### config.mk
export PLATFORM = sky130hd
export DESIGN_NAME = alert_handler_esc_timer_flat
export DESIGN_NICKNAME = d
export VERILOG_FILES = /design/src/rtl/alert_handler_reg_pkg.sv /design/src/rtl/alert_handler_esc_timer_if.sv /design/src/rtl/alert_handler_accu.sv /design/src/rtl/alert_handler_esc_timer.sv /design/src/flat_wrapper.sv
export SDC_FILE = /design/constraint.sdc
export NUM_CORES = 1
export LEC_CHECK = 0
export BUFFER_PORTS_ARGS = -buffer_cell sky130_fd_sc_hd__clkbuf_2
export CAP_MARGIN = 20
export CORE_ASPECT_RATIO = 1.5
export CORE_UTILIZATION = 28
export CTS_CLUSTER_DIAMETER = 60
export DETAILED_ROUTE_END_ITERATION = 16
export SYNTH_ARGS = -nofsm -noshare
export SYNTH_HDL_FRONTEND = slang
export SYNTH_SLANG_ARGS = --single-unit
export TNS_END_PERCENT = 5
### constraint.sdc
create_clock -name clk_i -period 4.77 [get_ports clk_i]
set_input_delay 0.7155 -clock clk_i [delete_from_list [all_inputs] [get_ports clk_i]]
set_output_delay 0.7155 -clock clk_i [all_outputs]
set_load 0.005 [all_outputs]
### src/rtl/alert_handler_reg_pkg.sv
// rtl/alert_handler_reg_pkg.sv - shared widths, state encoding and counter helper for the escalation timer
package alert_handler_reg_pkg;

  localparam int AccuCntDw = 16;
  localparam int EscCntDw  = 32;
  localparam int N_PHASES  = 4;
  localparam int N_ESC_SEV = 4;
  localparam int PHASE_DW  = 2;

  // Phase states carry their phase index in the low two bits.
  typedef enum logic [2:0] {
    Idle     = 3'b000,
    Timeout  = 3'b001,
    Terminal = 3'b011,
    Phase0   = 3'b100,
    Phase1   = 3'b101,
    Phase2   = 3'b110,
    Phase3   = 3'b111
  } cstate_e;

  function automatic logic [EscCntDw-1:0] esc_cnt_inc(input logic [EscCntDw-1:0] c);
    return (&c) ? c : c + EscCntDw'(1);
  endfunction

endpackage

### src/rtl/alert_handler_esc_timer_if.sv
// rtl/alert_handler_esc_timer_if.sv - trigger, configuration and escalation-status bundle of one class
interface alert_handler_esc_timer_if
  import alert_handler_reg_pkg::*;
#(
  parameter int AccuW = AccuCntDw
);

  logic                          en_i;
  logic                          clr_i;
  logic                          class_trig_i;
  logic [AccuW-1:0]              accu_thresh_i;
  logic [EscCntDw-1:0]           timeout_cyc_i;
  logic [N_PHASES*EscCntDw-1:0]  phase_cyc_i;
  logic [N_ESC_SEV*PHASE_DW-1:0] esc_map_i;
  logic [N_ESC_SEV-1:0]          esc_en_i;
  logic [AccuW-1:0]              accu_cnt_o;
  logic [EscCntDw-1:0]           esc_cnt_o;
  logic [2:0]                    esc_state_o;
  logic                          esc_trig_o;
  logic [N_ESC_SEV-1:0]          esc_sig_o;

  modport master (
    output en_i, clr_i, class_trig_i, accu_thresh_i, timeout_cyc_i, phase_cyc_i, esc_map_i, esc_en_i,
    input  accu_cnt_o, esc_cnt_o, esc_state_o, esc_trig_o, esc_sig_o
  );

  modport slave (
    input  en_i, clr_i, class_trig_i, accu_thresh_i, timeout_cyc_i, phase_cyc_i, esc_map_i, esc_en_i,
    output accu_cnt_o, esc_cnt_o, esc_state_o, esc_trig_o, esc_sig_o
  );

endinterface

### src/rtl/alert_handler_accu.sv
// rtl/alert_handler_accu.sv - saturating trigger accumulator with threshold compare
module alert_handler_accu
  import alert_handler_reg_pkg::*;
#(
  parameter int AccuW = AccuCntDw
) (
  input  logic             clk_i,
  input  logic             rst_ni,
  input  logic             clr_i,
  input  logic             trig_q,
  input  logic [AccuW-1:0] accu_thresh_i,
  output logic [AccuW-1:0] accu_cnt_o,
  output logic             accu_trig
);

  logic [AccuW-1:0] accu_cnt_q, accu_cnt_d;

  always_comb begin
    accu_cnt_d = accu_cnt_q;
    if (clr_i) begin
      accu_cnt_d = '0;
    end else if (trig_q && !(&accu_cnt_q)) begin
      accu_cnt_d = accu_cnt_q + AccuW'(1);
    end
  end

  always_ff @(posedge clk_i) begin
    if (!rst_ni) begin
      accu_cnt_q <= '0;
    end else begin
      accu_cnt_q <= accu_cnt_d;
    end
  end

  // Compare against the pre-increment count: threshold N escalates on trigger N+1.
  assign accu_trig  = trig_q & (accu_cnt_q >= accu_thresh_i);
  assign accu_cnt_o = accu_cnt_q;

endmodule

### src/rtl/alert_handler_esc_timer.sv
// rtl/alert_handler_esc_timer.sv - per-class escalation FSM; ESC_CLR_LOCK_EN makes clear ineffective once escalation starts
module alert_handler_esc_timer
  import alert_handler_reg_pkg::*;
#(
  parameter int AccuW = AccuCntDw
) (
  input logic                      clk_i,
  input logic                      rst_ni,
  alert_handler_esc_timer_if.slave bus
);

  cstate_e             state_q;
  logic [EscCntDw-1:0] esc_cnt_q;
  logic                esc_trig_q;
  logic                trig_q;
  logic                clr_eff;
  logic                accu_trig;
  logic                go_p0;
  logic [EscCntDw-1:0] phase_len, phase_lim, timeout_lim;
  logic [N_ESC_SEV-1:0] esc_sig;

  assign trig_q = bus.en_i & bus.class_trig_i;

`ifdef ESC_CLR_LOCK_EN
  logic lock_q;
  assign clr_eff = bus.clr_i & ~lock_q;
`else
  assign clr_eff = bus.clr_i;
`endif

  alert_handler_accu #(
    .AccuW(AccuW)
  ) u_accu (
    .clk_i        (clk_i),
    .rst_ni       (rst_ni),
    .clr_i        (clr_eff),
    .trig_q       (trig_q),
    .accu_thresh_i(bus.accu_thresh_i),
    .accu_cnt_o   (bus.accu_cnt_o),
    .accu_trig    (accu_trig)
  );

  // A programmed length of 0 behaves like 1 so every phase lasts at least a cycle.
  always_comb begin
    phase_len   = bus.phase_cyc_i[32'(state_q[1:0]) * EscCntDw +: EscCntDw];
    phase_lim   = (phase_len == '0) ? '0 : phase_len - EscCntDw'(1);
    timeout_lim = bus.timeout_cyc_i - EscCntDw'(1);
    go_p0       = ((state_q == Idle) && accu_trig) ||
                  ((state_q == Timeout) && bus.en_i &&
                   (accu_trig || (esc_cnt_q >= timeout_lim)));
  end

  always_ff @(posedge clk_i) begin
    if (!rst_ni) begin
      state_q    <= Idle;
      esc_cnt_q  <= '0;
      esc_trig_q <= 1'b0;
`ifdef ESC_CLR_LOCK_EN
      lock_q     <= 1'b0;
`endif
    end else begin
      esc_trig_q <= 1'b0;
      if (clr_eff) begin
        state_q   <= Idle;
        esc_cnt_q <= '0;
      end else begin
`ifdef ESC_CLR_LOCK_EN
        if (go_p0) lock_q <= 1'b1;
`endif
        unique case (state_q)
          Idle: begin
            if (go_p0) begin
              state_q    <= Phase0;
              esc_cnt_q  <= '0;
              esc_trig_q <= 1'b1;
            end else if (trig_q && (bus.timeout_cyc_i != '0)) begin
              state_q   <= Timeout;
              esc_cnt_q <= '0;
            end
          end
          Timeout: begin
            if (!bus.en_i) begin
              state_q   <= Idle;
              esc_cnt_q <= '0;
            end else if (go_p0) begin
              state_q    <= Phase0;
              esc_cnt_q  <= '0;
              esc_trig_q <= 1'b1;
            end else begin
              esc_cnt_q <= esc_cnt_inc(esc_cnt_q);
            end
          end
          Phase0, Phase1, Phase2, Phase3: begin
            if (esc_cnt_q >= phase_lim) begin
              state_q   <= (state_q == Phase3) ? Terminal : cstate_e'(state_q + 3'd1);
              esc_cnt_q <= '0;
            end else begin
              esc_cnt_q <= esc_cnt_inc(esc_cnt_q);
            end
          end
          Terminal: begin
            esc_cnt_q <= '0;
          end
          default: begin
            state_q   <= Idle;
            esc_cnt_q <= '0;
          end
        endcase
      end
    end
  end

  always_comb begin
    esc_sig = '0;
    for (int s = 0; s < N_ESC_SEV; s++) begin
      esc_sig[s] = bus.esc_en_i[s] & state_q[2] &
                   (state_q[1:0] == bus.esc_map_i[s*PHASE_DW +: PHASE_DW]);
    end
  end

  assign bus.esc_state_o = state_q;
  assign bus.esc_cnt_o   = esc_cnt_q;
  assign bus.esc_trig_o  = esc_trig_q;
  assign bus.esc_sig_o   = esc_sig;

endmodule

### src/flat_wrapper.sv
// flat-port wrapper written by rule: the top's interface ports become plain ports
module alert_handler_esc_timer_flat import alert_handler_reg_pkg::*;
#(
  parameter int AccuW = AccuCntDw
)
  (clk_i, rst_ni, bus_en_i, bus_clr_i, bus_class_trig_i, bus_accu_thresh_i, bus_timeout_cyc_i, bus_phase_cyc_i, bus_esc_map_i, bus_esc_en_i, bus_accu_cnt_o, bus_esc_cnt_o, bus_esc_state_o, bus_esc_trig_o, bus_esc_sig_o);
  alert_handler_esc_timer_if #(.AccuW(AccuW)) bus_i ();
  input logic clk_i;
  input logic rst_ni;
  input wire logic [$bits(bus_i.en_i)-1:0] bus_en_i;
  input wire logic [$bits(bus_i.clr_i)-1:0] bus_clr_i;
  input wire logic [$bits(bus_i.class_trig_i)-1:0] bus_class_trig_i;
  input wire logic [$bits(bus_i.accu_thresh_i)-1:0] bus_accu_thresh_i;
  input wire logic [$bits(bus_i.timeout_cyc_i)-1:0] bus_timeout_cyc_i;
  input wire logic [$bits(bus_i.phase_cyc_i)-1:0] bus_phase_cyc_i;
  input wire logic [$bits(bus_i.esc_map_i)-1:0] bus_esc_map_i;
  input wire logic [$bits(bus_i.esc_en_i)-1:0] bus_esc_en_i;
  output wire logic [$bits(bus_i.accu_cnt_o)-1:0] bus_accu_cnt_o;
  output wire logic [$bits(bus_i.esc_cnt_o)-1:0] bus_esc_cnt_o;
  output wire logic [$bits(bus_i.esc_state_o)-1:0] bus_esc_state_o;
  output wire logic [$bits(bus_i.esc_trig_o)-1:0] bus_esc_trig_o;
  output wire logic [$bits(bus_i.esc_sig_o)-1:0] bus_esc_sig_o;
  assign bus_i.en_i = bus_en_i;
  assign bus_i.clr_i = bus_clr_i;
  assign bus_i.class_trig_i = bus_class_trig_i;
  assign bus_i.accu_thresh_i = bus_accu_thresh_i;
  assign bus_i.timeout_cyc_i = bus_timeout_cyc_i;
  assign bus_i.phase_cyc_i = bus_phase_cyc_i;
  assign bus_i.esc_map_i = bus_esc_map_i;
  assign bus_i.esc_en_i = bus_esc_en_i;
  assign bus_accu_cnt_o = bus_i.accu_cnt_o;
  assign bus_esc_cnt_o = bus_i.esc_cnt_o;
  assign bus_esc_state_o = bus_i.esc_state_o;
  assign bus_esc_trig_o = bus_i.esc_trig_o;
  assign bus_esc_sig_o = bus_i.esc_sig_o;
  alert_handler_esc_timer #(.AccuW(AccuW)) u_core (.clk_i(clk_i), .rst_ni(rst_ni), .bus(bus_i));
endmodule
==> metrics.txt <==
delay-heaviest family, CP=simple AND/OR/NAND/NOR gates; hold buffers post-CTS=0; Max Fclk=0.2071 GHz; failing checks=negative setup slack; unrepaired setup endpoints after global routing=true; drt drc=0; fin crit share=101.2%; Fin Hold WS=0.5796 ns; Bufs and invs on worst path=8; largest net degree at the start of global routing=25; row count=68; Reg area=1046 um^2; Inserted Diodes=0; Final Critical Period=between 4 and 5 ns; WL/cell=16.44 um; iteration count of the initial detailed-routing pass=4; root buf cell=clkbuf_16; post-route cell area=approximately 9400 um^2; grt total ovfl=0; Net Count, Synth=around 1100; synth top area cells=ha_1, dfxtp_1, mux4_2; PortBufs=between 200 and 250; Clock H-tree levels=2; Internal=~0.84 mW; Yosys reg bits=52; cts bufs inserted=5; crit-path cells=buf_12 > buf_6 > mux4_2 > nor4_4 > buf_4 > nor4b_4 > buf_4 > nand4_1 > buf_12 > buf_4 > nand2_2 > ha_4 > a21oi_1 > nand2_1 > a221o_1 > o31a_1 > nor3_4 > buf_6 > o21ai_4 > buf_6 > o211a_1 > nor2_1; Clock Path Buffers=2; Pins Over Slew Limit=0; placed cell areas=8770 um^2; Area Growth Syn to Fin=40.58%; Detail Placement HPWL=19450 um; Lkg Pwr=4.288 nW; CTS clock-pin slew for the worst setup and hold paths=0.08 ns; Worst VDD drop=0.0001462 V; ys async rst share=0%; Post-synth top cells=nand2_1, ha_1, nor2_1, dfxtp_1, a21oi_1; Post-synth EDFFs=0; Nets=1417; Hold Path Stages=2; Rel. slew slack=44.57%; Mean Syn Cell Area=a little over 8 um^2; yosys warns=0; register share of total power=a little over a third; Finished Core Util=40.46%; Post-Syn Area=6685 um^2; initial drt markers=279; layout cell share with drive strength beyond 1=37.74%; GRT Util Overall=19.34%; Die Y=~190 um; switching power total=0.3632 mW; worst setup margin=-0.05772 ns; element type at the critical path start=flip-flop; Starting Density=about 29%; global-route wire length before repair=37500 um; crit end category=flip-flop; most frequent cell after synthesis=nand2_1; cells after synthesis=821; dominant synthesized flop cell=dfxtp_1; CP max FO=6; Comb pwr share=32.0%; Filler Cell Count=around 2400; area leader, netlist=ha_1; Multi-input gate area=5627 um^2; power density cells=127.5 nW/um^2; final setup violation count=7; Yosys top cell area share=17.03%; Worst Max-Slew Pin Slew=0.8315 ns; CP max stage cell=mux4_2; WP depth=22; die width=around 130 um; initial antenna violation count=0; Crit Path Category=reg -> reg; Die Area=around 25000 um^2; count of cell types in the netlist=a little under 70; worst path required time=5.00 ns; max-cap violations=0; vias=7460; post-route antenna net violation count=0; routed wire length=23820 um; Final Hold Vio Count=0; status=finished, violations left; CTS tree=yes; RD Place Congestion=0.8216; Clock power frac=31.6%; number of global-route vias before repair=between 7000 and 8000; worst skew pair latency=approximately 0.30 ns; Net Sw Frac=between 30 and 40%; Core Area=23230 um^2; Clock Sinks=52; Max Clock Skew=0.007855 ns; Worst Reg-to-Reg Cells=22; Via density=roughly 5; Max stage delay on crit path=between 0.5 and 0.6 ns; I/O pin count=249; sequential-to-total area share from yosys stat=15.57%; worst hold path class=reg -> reg; Worst EP arrival=5.06 ns
[cells by family (layout without fill, tap and decap cells)]
kind of cell / after synthesis / count (layout) / share of synthesized area, %
mux: 34 / 34 / 11.08
buf+inv: 58 / 371 / 3.724
compound gates: 144 / 144 / 13.74
xor+xnor: 81 / 81 / 10.61
simple gates: 361 / 361 / 28.24
fa+ha+maj: 91 / 91 / 17.03
flops: 52 / 52 / 15.57
[cell usage in the layout (no fill, tap or decap), drive strengths merged, types with 34 or more instances in the layout]
cell and instances:
clkbuf 254, nand2 112, ha 91, buf 86, nor2 67, dfxtp 52
a21oi 44, xor2 42, xnor2 39, nor3 34
[power groups by stage]
stage	clock network, mW	registers [mW]	logic [mW]
final	0.379	0.436	0.383
after global routing	0.399	0.436	0.426
after CTS	0.388	0.436	0.357
after detailed placement	0	0.446	0.352
after global placement	0	0.446	0.346
after floorplan	0	0.446	0.187
[cell type report]
cell class | instances | share of cell area (%)
multi-input cells | 711 | 59.87
repair buffers | 335 | 22.13
flip-flops and latches | 52 | 11.13
well taps | 315 | 4.194
clock buffers | 5 | 1.331
inverters | 28 | 1.118
clock inverters | 3 | 0.2263
[path summary, 6_finish.rpt]
path / start / end / slack, ns
worst min-delay path: u_core.u_accu.accu_cnt_o[5] / u_core.u_accu.accu_cnt_o[5] / 0.58
worst max register to register: u_core.bus.esc_state_o[0] / u_core.bus.esc_cnt_o[27] / -0.06
worst min register to register: u_core.u_accu.accu_cnt_o[5] / u_core.u_accu.accu_cnt_o[5] / 0.58
worst max-delay path: u_core.bus.esc_state_o[0] / u_core.bus.esc_cnt_o[27] / -0.06
[registers in the layout (all words and copies together) (netlist names)]
| register | count |
|---|---|
| u_core.bus.esc_cnt_o | 32 |
| u_core.bus.esc_state_o | 3 |
| u_core.bus.esc_trig_o | 1 |
| u_core.u_accu.accu_cnt_o | 16 |
[per-stage QoR]
stage	worst slack, ns	power [mW]	TNS, ns	instances
after floorplan	0.04986	0.6334	0	821
after global placement	-0.2737	0.7920	-6.727	1422
after detailed placement	-0.2740	0.7983	-6.737	1422
after CTS	0.01254	1.181	0	1436
after global routing	-0.3210	1.261	-8.884	1449
final	-0.05772	1.198	-0.1407	1449
[tightest hold or removal path, delay by kind of cell, from the launching register on]
family	cells	cell delay, ns
DFF	1	0.40
xor gates and xnor gates	1	0.08
and+or+nand+nor	1	0.07
[repair_timing]
action / CTS / global route
pin swaps: 3 / 26
setup buffers: 4 / 13
setup endpoints to repair: 32 / 35
cloned: 2 / 1
gates resized for setup: 12 / 54
[layer usage]
layer / global-route usage, % / wire, um
met1: 21.33 / 9089
met3: 1.875 / 1110
met4: 7.240 / 849
met2: 37.46 / 12770
met5: 0 / 0
No activity file was read; power rests on OpenSTA's default activity.
